File: src/rtl/axi4l_multi_uart_bridge.sv
// AXI4-Lite slave fronting NUM_CH UART TX/RX FIFO pairs, 8 bytes per channel from BASE_ADDR.
// Define AXI_UART_BRIDGE_STATUS_EN to add a read-only status word just past the channel window.
module axi4l_multi_uart_bridge #(
    parameter int                DATA_W    = 32,
    parameter int                ADDR_W    = 32,
    parameter int                NUM_CH    = 4,
    parameter logic [ADDR_W-1:0] BASE_ADDR = '0
) (
    input  logic                       ACLK,
    input  logic                       ARSTn,
    input  logic                       AWVALID,
    output logic                       AWREADY,
    input  logic [ADDR_W-1:0]          AWADDR,
    input  logic [2:0]                 AWPROT,
    input  logic                       WVALID,
    output logic                       WREADY,
    input  logic [DATA_W-1:0]          WDATA,
    input  logic [DATA_W/8-1:0]        WSTRB,
    output logic                       BVALID,
    input  logic                       BREADY,
    output logic [1:0]                 BRESP,
    input  logic                       ARVALID,
    output logic                       ARREADY,
    input  logic [ADDR_W-1:0]          ARADDR,
    input  logic [2:0]                 ARPROT,
    output logic                       RVALID,
    input  logic                       RREADY,
    output logic [DATA_W-1:0]          RDATA,
    output logic [1:0]                 RRESP,
    output logic [NUM_CH-1:0]          tx_push,
    output logic [DATA_W-1:0]          tx_data,
    output logic [DATA_W/8-1:0]        tx_strb,
    input  logic [NUM_CH-1:0]          tx_full,
    output logic [NUM_CH-1:0]          rx_pop,
    input  logic [NUM_CH*DATA_W-1:0]   rx_data,
    input  logic [NUM_CH-1:0]          rx_empty
);

    localparam logic [1:0]        RESP_OKAY   = 2'b00;
    localparam logic [1:0]        RESP_SLVERR = 2'b10;
    localparam logic [ADDR_W-1:0] WIN         = ADDR_W'(8 * NUM_CH);

    typedef enum logic [1:0] {W_IDLE, W_EXEC, W_RESP} w_state_e;
    typedef enum logic [1:0] {R_IDLE, R_EXEC, R_RESP} r_state_e;

    typedef struct packed {
        logic       hit;
        logic       sel;
        logic [3:0] ch;
    } dec_t;

    // hit covers the channel window only; sel = 0 is the TX word, 1 the RX word.
    function automatic dec_t decode(input logic [ADDR_W-1:0] addr);
        logic [ADDR_W-1:0] off;
        dec_t              d;
        off   = addr - BASE_ADDR;
        d.hit = (addr >= BASE_ADDR) && (off < WIN);
        d.sel = off[2];
        d.ch  = off[6:3];
        return d;
    endfunction

    w_state_e                w_state_q;
    r_state_e                r_state_q;
    logic                    aw_got_q, w_got_q;
    logic                    awready_q, wready_q, bvalid_q, arready_q, rvalid_q;
    logic [1:0]              bresp_q, rresp_q;
    logic [ADDR_W-1:0]       awaddr_q, araddr_q;
    logic [DATA_W-1:0]       wdata_q, rdata_q, rdata_d;
    logic [DATA_W/8-1:0]     wstrb_q;
    logic                    aw_hs, w_hs, aw_seen, w_seen;
    dec_t                    w_dec, r_dec;
    logic [NUM_CH-1:0]       w_sel, r_sel;
    logic                    w_ok, r_ok, r_resp_ok;
    logic [DATA_W-1:0]       r_word;
    logic                    unused_prot;

    assign unused_prot = ^{AWPROT, ARPROT};

    assign aw_hs   = AWVALID & awready_q;
    assign w_hs    = WVALID & wready_q;
    assign aw_seen = aw_got_q | aw_hs;
    assign w_seen  = w_got_q | w_hs;

    assign w_dec = decode(awaddr_q);
    assign r_dec = decode(araddr_q);

    for (genvar gi = 0; gi < NUM_CH; gi++) begin : g_sel
        assign w_sel[gi] = (w_dec.ch == 4'(gi));
        assign r_sel[gi] = (r_dec.ch == 4'(gi));
    end

    assign w_ok = w_dec.hit & ~w_dec.sel & ~|(w_sel & tx_full);
    assign r_ok = r_dec.hit &  r_dec.sel & ~|(r_sel & rx_empty);

    // Strobes come straight from the EXEC state so an async reset kills them at once.
    assign tx_push = ((w_state_q == W_EXEC) && w_ok) ? w_sel : '0;
    assign rx_pop  = ((r_state_q == R_EXEC) && r_ok) ? r_sel : '0;
    assign tx_data = wdata_q;
    assign tx_strb = wstrb_q;

    always_comb begin
        r_word = '0;
        for (int c = 0; c < NUM_CH; c++) begin
            if (r_sel[c]) r_word = rx_data[c*DATA_W +: DATA_W];
        end
    end

`ifdef AXI_UART_BRIDGE_STATUS_EN
    logic              r_stat;
    logic [DATA_W-1:0] stat_word;
    logic [ADDR_W-1:0] r_off;

    assign r_off  = araddr_q - BASE_ADDR;
    assign r_stat = (araddr_q >= BASE_ADDR) && (r_off[ADDR_W-1:2] == WIN[ADDR_W-1:2]);

    always_comb begin
        stat_word               = '0;
        stat_word[NUM_CH-1:0]   = tx_full;
        stat_word[16 +: NUM_CH] = rx_empty;
    end

    assign r_resp_ok = r_ok | r_stat;
    assign rdata_d   = r_ok ? r_word : (r_stat ? stat_word : '0);
`else
    assign r_resp_ok = r_ok;
    assign rdata_d   = r_ok ? r_word : '0;
`endif

    always_ff @(posedge ACLK or negedge ARSTn) begin
        if (!ARSTn) begin
            w_state_q <= W_IDLE;
            aw_got_q  <= 1'b0;
            w_got_q   <= 1'b0;
            awready_q <= 1'b0;
            wready_q  <= 1'b0;
            bvalid_q  <= 1'b0;
            bresp_q   <= RESP_OKAY;
            awaddr_q  <= '0;
            wdata_q   <= '0;
            wstrb_q   <= '0;
        end else begin
            case (w_state_q)
                W_IDLE: begin
                    if (aw_hs) awaddr_q <= AWADDR;
                    if (w_hs) begin
                        wdata_q <= WDATA;
                        wstrb_q <= WSTRB;
                    end
                    if (aw_seen && w_seen) begin
                        w_state_q <= W_EXEC;
                        aw_got_q  <= 1'b0;
                        w_got_q   <= 1'b0;
                        awready_q <= 1'b0;
                        wready_q  <= 1'b0;
                    end else begin
                        aw_got_q  <= aw_seen;
                        w_got_q   <= w_seen;
                        awready_q <= ~aw_seen;
                        wready_q  <= ~w_seen;
                    end
                end
                W_EXEC: begin
                    bresp_q   <= w_ok ? RESP_OKAY : RESP_SLVERR;
                    bvalid_q  <= 1'b1;
                    w_state_q <= W_RESP;
                end
                W_RESP: begin
                    if (BREADY) begin
                        bvalid_q  <= 1'b0;
                        awready_q <= 1'b1;
                        wready_q  <= 1'b1;
                        w_state_q <= W_IDLE;
                    end
                end
                default: w_state_q <= W_IDLE;
            endcase
        end
    end

    always_ff @(posedge ACLK or negedge ARSTn) begin
        if (!ARSTn) begin
            r_state_q <= R_IDLE;
            arready_q <= 1'b0;
            rvalid_q  <= 1'b0;
            rresp_q   <= RESP_OKAY;
            rdata_q   <= '0;
            araddr_q  <= '0;
        end else begin
            case (r_state_q)
                R_IDLE: begin
                    if (ARVALID && arready_q) begin
                        araddr_q  <= ARADDR;
                        arready_q <= 1'b0;
                        r_state_q <= R_EXEC;
                    end else begin
                        arready_q <= 1'b1;
                    end
                end
                R_EXEC: begin
                    rdata_q   <= rdata_d;
                    rresp_q   <= r_resp_ok ? RESP_OKAY : RESP_SLVERR;
                    rvalid_q  <= 1'b1;
                    r_state_q <= R_RESP;
                end
                R_RESP: begin
                    if (RREADY) begin
                        rvalid_q  <= 1'b0;
                        arready_q <= 1'b1;
                        r_state_q <= R_IDLE;
                    end
                end
                default: r_state_q <= R_IDLE;
            endcase
        end
    end

    assign AWREADY = awready_q;
    assign WREADY  = wready_q;
    assign BVALID  = bvalid_q;
    assign BRESP   = bresp_q;
    assign ARREADY = arready_q;
    assign RVALID  = rvalid_q;
    assign RDATA   = rdata_q;
    assign RRESP   = rresp_q;

endmodule

File: config.mk
export PLATFORM = sky130hd
export DESIGN_NAME = axi4l_multi_uart_bridge
export DESIGN_NICKNAME = d
export VERILOG_FILES = /design/src/rtl/axi4l_multi_uart_bridge.sv
export SDC_FILE = /design/constraint.sdc
export NUM_CORES = 1
export LEC_CHECK = 0
export BUFFER_PORTS_ARGS = -buffer_cell sky130_fd_sc_hd__buf_2
export CORE_MARGIN = 2
export CORE_UTILIZATION = 35
export CTS_BUF_LIST = sky130_fd_sc_hd__clkbuf_4 sky130_fd_sc_hd__clkbuf_8
export CTS_CLUSTER_DIAMETER = 30
export DETAILED_ROUTE_END_ITERATION = 10
export PLACE_DENSITY = 0.7
export SLEW_MARGIN = 20
export SYNTH_ARGS = -nofsm -noshare
export SYNTH_HDL_FRONTEND = slang
export SYNTH_SLANG_ARGS = --single-unit
File: constraint.sdc
create_clock -name ACLK -period 1.8 [get_ports ACLK]
set_input_delay 0.36 -clock ACLK [delete_from_list [all_inputs] [get_ports ACLK]]
set_output_delay 0.36 -clock ACLK [all_outputs]
set_load 0.05 [all_outputs]
**Word level (Yosys, flattened, before mapping)**

Index checks and enable logic that the tools add are counted.

- Register bits after elaboration: 147
- Input bits: 249
- Output and inout port bits: 85
- Logic and storage cells: 103

- $lt $le $gt $ge: 4
- Equality and inequality tests: 14
- Mux-type cells: 29
- Bitwise logic cells: 13
- Reduce and logical (&&, ||, !) cells: 27

Operators by type and width:

| operator | number |
|---|---|
| 2-to-1 mux 32 bit | 5 |
| greater-or-equal comparator 32 x 1 -> 1 bit (second input constant) | 2 |
| < comparator 32 x 6 -> 1 bit (second input constant) | 2 |
| AND reduction 2 bit | 9 |
| equality test 4 x 2 -> 1 bit (second input constant) | 4 |
| 2-to-1 mux 2 bit | 6 |
| one-hot mux 2 bit (3 select lines) | 2 |
| one-hot mux 1 bit (2 select lines) | 5 |
| 2-to-1 mux 1 bit | 9 |
| bitwise AND 4 bit | 2 |
| equality test 4 x 1 -> 1 bit (second input constant) | 2 |
| zero test 4 bit | 2 |
| 2-to-1 mux 4 bit | 2 |
| != test 2 bit (second input constant) | 4 |
| nonzero test 2 bit | 4 |
| OR reduction 4 bit | 2 |
| bitwise AND 1 bit | 6 |
| logical AND 1 bit | 6 |
| equality test 2 x 1 -> 1 bit (second input constant) | 2 |
| equality test 2 bit (second input constant) | 2 |
| zero test 2 bit | 2 |
| inverter 1 bit | 3 |
| zero test 1 bit | 2 |
| OR 1 bit | 2 |

**Logic depth before layout (Yosys ltp)**

- Depth in word-level cells: 7
- Gate-level depth with buffers: 7
- Gate-level depth less buffers: 4

**Worst setup path before layout**

Ideal clock, no wire load.

- Path kind: reg2out
- Start point: register araddr_q[4]
- End point: output rx_pop[0]
- Arrival time: 2,150 ps
- Required time: 1,440 ps
- Setup slack: -710 ps
- Cell stages (with the launch flop): 8
- Path through: dfrtp_1 > buf_6 > mux2i_1 > o2111ai_1 > or4_1 > buf_6 > buf_6 > nor3_2

- Cells in the longest elaborated chain, start to end: 7
- Elaborated cells between the ends (all ways): 14
- Classes of those cells: order compare: 2; eq/ne: 3; mux: 1; bitwise: 3; reduce/logical: 5

RTL lines:

| what | RTL line | RTL |
|---|---|---|
| start, declared | 68 | `logic [ADDR_W-1:0] awaddr_q, araddr_q;` |
| start signal, assigned | 188 | `araddr_q <= '0;` |
| start signal, assigned | 193 | `araddr_q <= ARADDR;` |
| branches (longest 6 deep; another with greater-or-equal comparator 32 x 1 -> 1 bit) | - |  |
| 2-to-1 mux 4 bit * | 98 | `assign rx_pop = ((r_state_q == R_EXEC) && r_ok) ? r_sel : '0;` |
| end, declared | 34 | `output logic [NUM_CH-1:0] rx_pop,` |

Mark *: on every way between the ends.

**Final worst setup path**

- Start point: register awaddr_q[3]
- End point: output tx_push[0]

- Cells in the longest elaborated chain, start to end: 7
- Elaborated cells between the ends (all ways): 14
- Classes of those cells: order compare: 2; eq/ne: 3; mux: 1; bitwise: 3; reduce/logical: 5

RTL lines:

| what | RTL line | RTL |
|---|---|---|
| start, declared | 68 |  |
| start signal, assigned | 139 | `awaddr_q <= '0;` |
| start signal, assigned | 145 | `if (aw_hs) awaddr_q <= AWADDR;` |
| branches (longest 6 deep; another with greater-or-equal comparator 32 x 1 -> 1 bit) | - |  |
| 2-to-1 mux 4 bit * | 97 | `assign tx_push = ((w_state_q == W_EXEC) && w_ok) ? w_sel : '0;` |
| end, declared | 30 | `output logic [NUM_CH-1:0] tx_push,` |

Marks and branches as above.

==> metrics.md <==
| Metric | Value |
|---|---|
| Status | `finished, violations left` |
| Failing checks | `negative setup slack` |
| Netlist area before placement | `6580 sq um` |
| Hold-critical path depth | `3` |
| Number of pins exceeding their max-slew limit in the final report | `0` |
| Post-DR wirelength/cell | `15.9 um` |
| Reg2Reg Setup Slack | `-0.41 ns` |
| Via count | `5283` |
| Fillers | `1629` |
| Worst-case hold slack | `0.120 ns` |
| Critical path endpoint category | `output port` |
| Deepest level of the CTS H-tree | `4` |
| Pre-CTS setup slack | `-0.640 ns` |
| Top post-synthesis cells by area | `sky130_fd_sc_hd__dfrtp_1 (54%), sky130_fd_sc_hd__mux2_2 (27%), sky130_fd_sc_hd__o21ai_2 (3.3%)` |
| Portion of netlist area occupied by mux cells | `27.7%` |
| Combined global-route utilization of all metal layers | `17.7%` |
| Setup crit start kind | `flop` |
| Vias per cell | `4.79` |
| Area growth from synthesis to layout | `42.3%` |
| End of the worst register-to-register path | `RRESP[1]` |
| Startpoint of the worst-slack reg-to-reg timing path | `araddr_q[22]` |
| Netlist cell types | `39` |
| Clock tree buffer depth | `2` |
| Final instance count without filler cells | `1104` |
| Post-detailed-route count of antenna-violating nets | `0` |
| Type of the tightest min-delay check | `in -> reg` |
| Total number of yosys warnings | `0` |
| Leakage power total | `4.50 nW` |
| Arrival time of data at the critical path endpoint | `2.24 ns` |
| I/O Buffers | `321` |
| Worst Hold End | `araddr_q[3]` |
| Clock transition at the registers of the reported paths | `0.08 ns` |
| Horiz. Die Dim | `141 um` |
| Type of the worst setup path | `reg -> out` |
| Number of maximum-capacitance violations | `0` |
| Die Y | `141 um` |
| Clock network fraction of design power | `17.2%` |
| Cell taking the most area after synthesis | `sky130_fd_sc_hd__dfrtp_1` |
| Final HPWL from detailed placement | `12900 um` |
| Complex-gate fraction of the synthesized area | `8.20%` |
| Power per standard cell area | `1560 nW/um^2` |
| Syn Inst Count | `511` |
| Fin nets | `1105` |
| Xor-xnor portion of the synthesized cell area | `0%` |
| Final clock period utilization by the worst path | `144%` |
| Most frequent cells in the layout | `sky130_fd_sc_hd__buf_2 (312), sky130_fd_sc_hd__mux2_2 (157), sky130_fd_sc_hd__dfrtp_1 (139), sky130_fd_sc_hd__nand2_1 (37), sky130_fd_sc_hd__o21ai_2 (32)` |
| Post-synthesis simple-gate area fraction | `7.06%` |
| Area of the core | `18600 sq um` |
| Achievable Freq | `385 MHz` |
| Number of buffers created by CTS | `17` |
| Synth Area in Adders | `0%` |
| Fraction of the yosys area taken by sequential cells | `53.7%` |
| CTS tree | `done` |
| Vias in the first global route | `5455` |
| Comb power frac | `48.0%` |
| Minimum period implied by the final worst setup slack | `2.60 ns` |
| Unrepaired setup endpoints after global routing | `yes` |
| Power spent charging and discharging nets | `0.00587 W` |
| Effective utilization at floorplan | `35.4%` |
| Util after Layout | `50.4%` |
| Initial antenna violation count | `3` |
| Final setup fails | `41` |
| Boundary pin count | `334` |
| Synthesized area per cell | `12.9 sq um` |
| Die Footprint | `19900 sq um` |
| Cell count after placement | `1059` |
| Violation count after the first detailed-routing iteration | `87` |
| Remaining global-route overflow | `0` |
| Global-route wire length before repair | `27600 um` |
| Final worst-path setup slack | `-0.799 ns` |
| Most common cell after layout, fill and taps aside | `sky130_fd_sc_hd__buf_2` |
| Sw frac | `40.3%` |
| Number of optimization iterations in the first detailed-route pass | `6` |
| Share of Yosys cell area claimed by the top area cell type | `53.7%` |
| Setup TNS | `-15.36 ns` |
| CTS Root Cell | `sky130_fd_sc_hd__clkbuf_8` |
| Number of cell rows | `50` |
| Required @ worst endpoint | `1.44 ns` |
| Largest net degree at the start of global routing | `40` |
| Peak fanout along the critical path | `2` |
| Share of power burned in registers | `34.8%` |
| Worst Min Path Start | `ARADDR[3]` |
| Clock sink total | `141` |
| Hold violation total from the final report | `0` |
| Worst-case reg-to-reg path depth | `8` |
| Weighted congestion at the end of routability-driven global placement | `0.804` |
| Max VDD drop | `0.604 mV` |
| Internal cell power | `0.00871 W` |
| Final Routed Wirelength | `17600 um` |
| Combinational family with the most area after synthesis | `multiplexers` |
| Register bit count reported by yosys | `141` |
| # DRC | `0` |
| Clock Latency Late Sink | `0.44 ns` |
| Ratio of cells with drive above 1 in the final layout | `69.6%` |
| Clock tree skew after final layout | `0.0139 ns` |
routing by layer:
layer / global-route usage (%) / vias up / wire length, um
met1: 20.5 / 2495 / 7140
met4: 5.37 / 2 / 153
met2: 31.3 / 216 / 9110
met5: 0 / - / 17
li1: - / 2556 / -
met3: 5.43 / 14 / 1140
how the worst max path moves through the flow:
stage	cells past startpoint	end	start
2_1_floorplan	7	rx_pop[0]	araddr_q[4]
3_3_place_gp	5	rx_pop[0]	araddr_q[30]
3_5_place_dp	6	rx_pop[3]	araddr_q[13]
4_1_cts	5	tx_push[0]	awaddr_q[3]
5_1_grt	6	rx_pop[3]	araddr_q[13]
6_report	5	tx_push[0]	awaddr_q[3]
through the flow:
step | total power, W | instance area [sq um]
detailed placement | 0.0121 | 8640
CTS | 0.0148 | 9390
global placement | 0.0119 | 8640
global route | 0.0155 | 9360
floorplan | 0.0102 | 6640
finish | 0.0146 | 9360
cell usage after synthesis, drive strengths merged:
master and count:
nand2 37, and2 1, and3b 1, and2b 1, o21a 3, nor2 12, nand3 1, nand4 3
and3 3, nand3b 1, a21oi 6, o32a 1, or3b 1, nor2b 2, mux2i 1, o21ai 36
nor4 13, o2111ai 1, conb 1, inv 4, mux4 2, clkbuf 14, o22ai 31, nand2b 1
or3 1, dfrtp 141, nor4b 1, buf 23, mux2 157, nor3 7, or2 1, nor3b 2
or4 1
what timing repair did:
action                     CTS  global route
resized for setup           50             5
cloned                       4             0
setup endpoints to repair   41            42
hold endpoints to repair    34             0
pin swaps                   30             4
setup buffers                8             3
hold buffers                 1             0
area by class of cell:
class / instances / area (sq um) / area share [%]
Tap cell: 234 / 293 / 3.13
Inverter: 4 / 15.0 / 0.160
Timing Repair Buffer: 362 / 2150 / 23.0
Antenna cell: 2 / 5.00 / 0.0535
Clock inverter: 10 / 118 / 1.26
Clock buffer: 21 / 270 / 2.89
Multi-Input combinational cell: 330 / 2970 / 31.8
Sequential cell: 141 / 3530 / 37.7
state kept, by name, summed over array words and instances (netlist names):
name       flops
aw_got_q       1
BRESP          1
araddr_q      30
RVALID         1
tx_strb        4
tx_data       32
w_got_q        1
AWREADY        1
WREADY         1
w_state_q      2
awaddr_q      30
RRESP          1
r_state_q      2
BVALID         1
ARREADY        1
RDATA         32
worst max-delay path, cell delays in order, from the launching register on:
cell                      delay (ns)
sky130_fd_sc_hd__dfrtp_1        0.38
sky130_fd_sc_hd__mux4_2         0.53
sky130_fd_sc_hd__or3_4          0.38
sky130_fd_sc_hd__nor4_4         0.17
sky130_fd_sc_hd__nor2b_4        0.19
sky130_fd_sc_hd__buf_6          0.16
power groups by stage:
stage | combinational (W) | clock (W) | sequential (W)
after floorplan | 0.00350 | 0 | 0.00671
after global placement | 0.00683 | 0 | 0.00505
after detailed placement | 0.00696 | 0 | 0.00512
after CTS | 0.00706 | 0.00262 | 0.00510
after global routing | 0.00748 | 0.00274 | 0.00524
final | 0.00699 | 0.00251 | 0.00508
cells by family (layout without fill, tap and decap cells):
group	Yosys count	after routing
AO/OA/AOI/OAI	78	78
AND/OR/NAND/NOR	90	90
flip-flops	141	141
other	1	4
multiplexers	160	160
buffers and inverters	41	397
(Power assumes the default switching activity.)
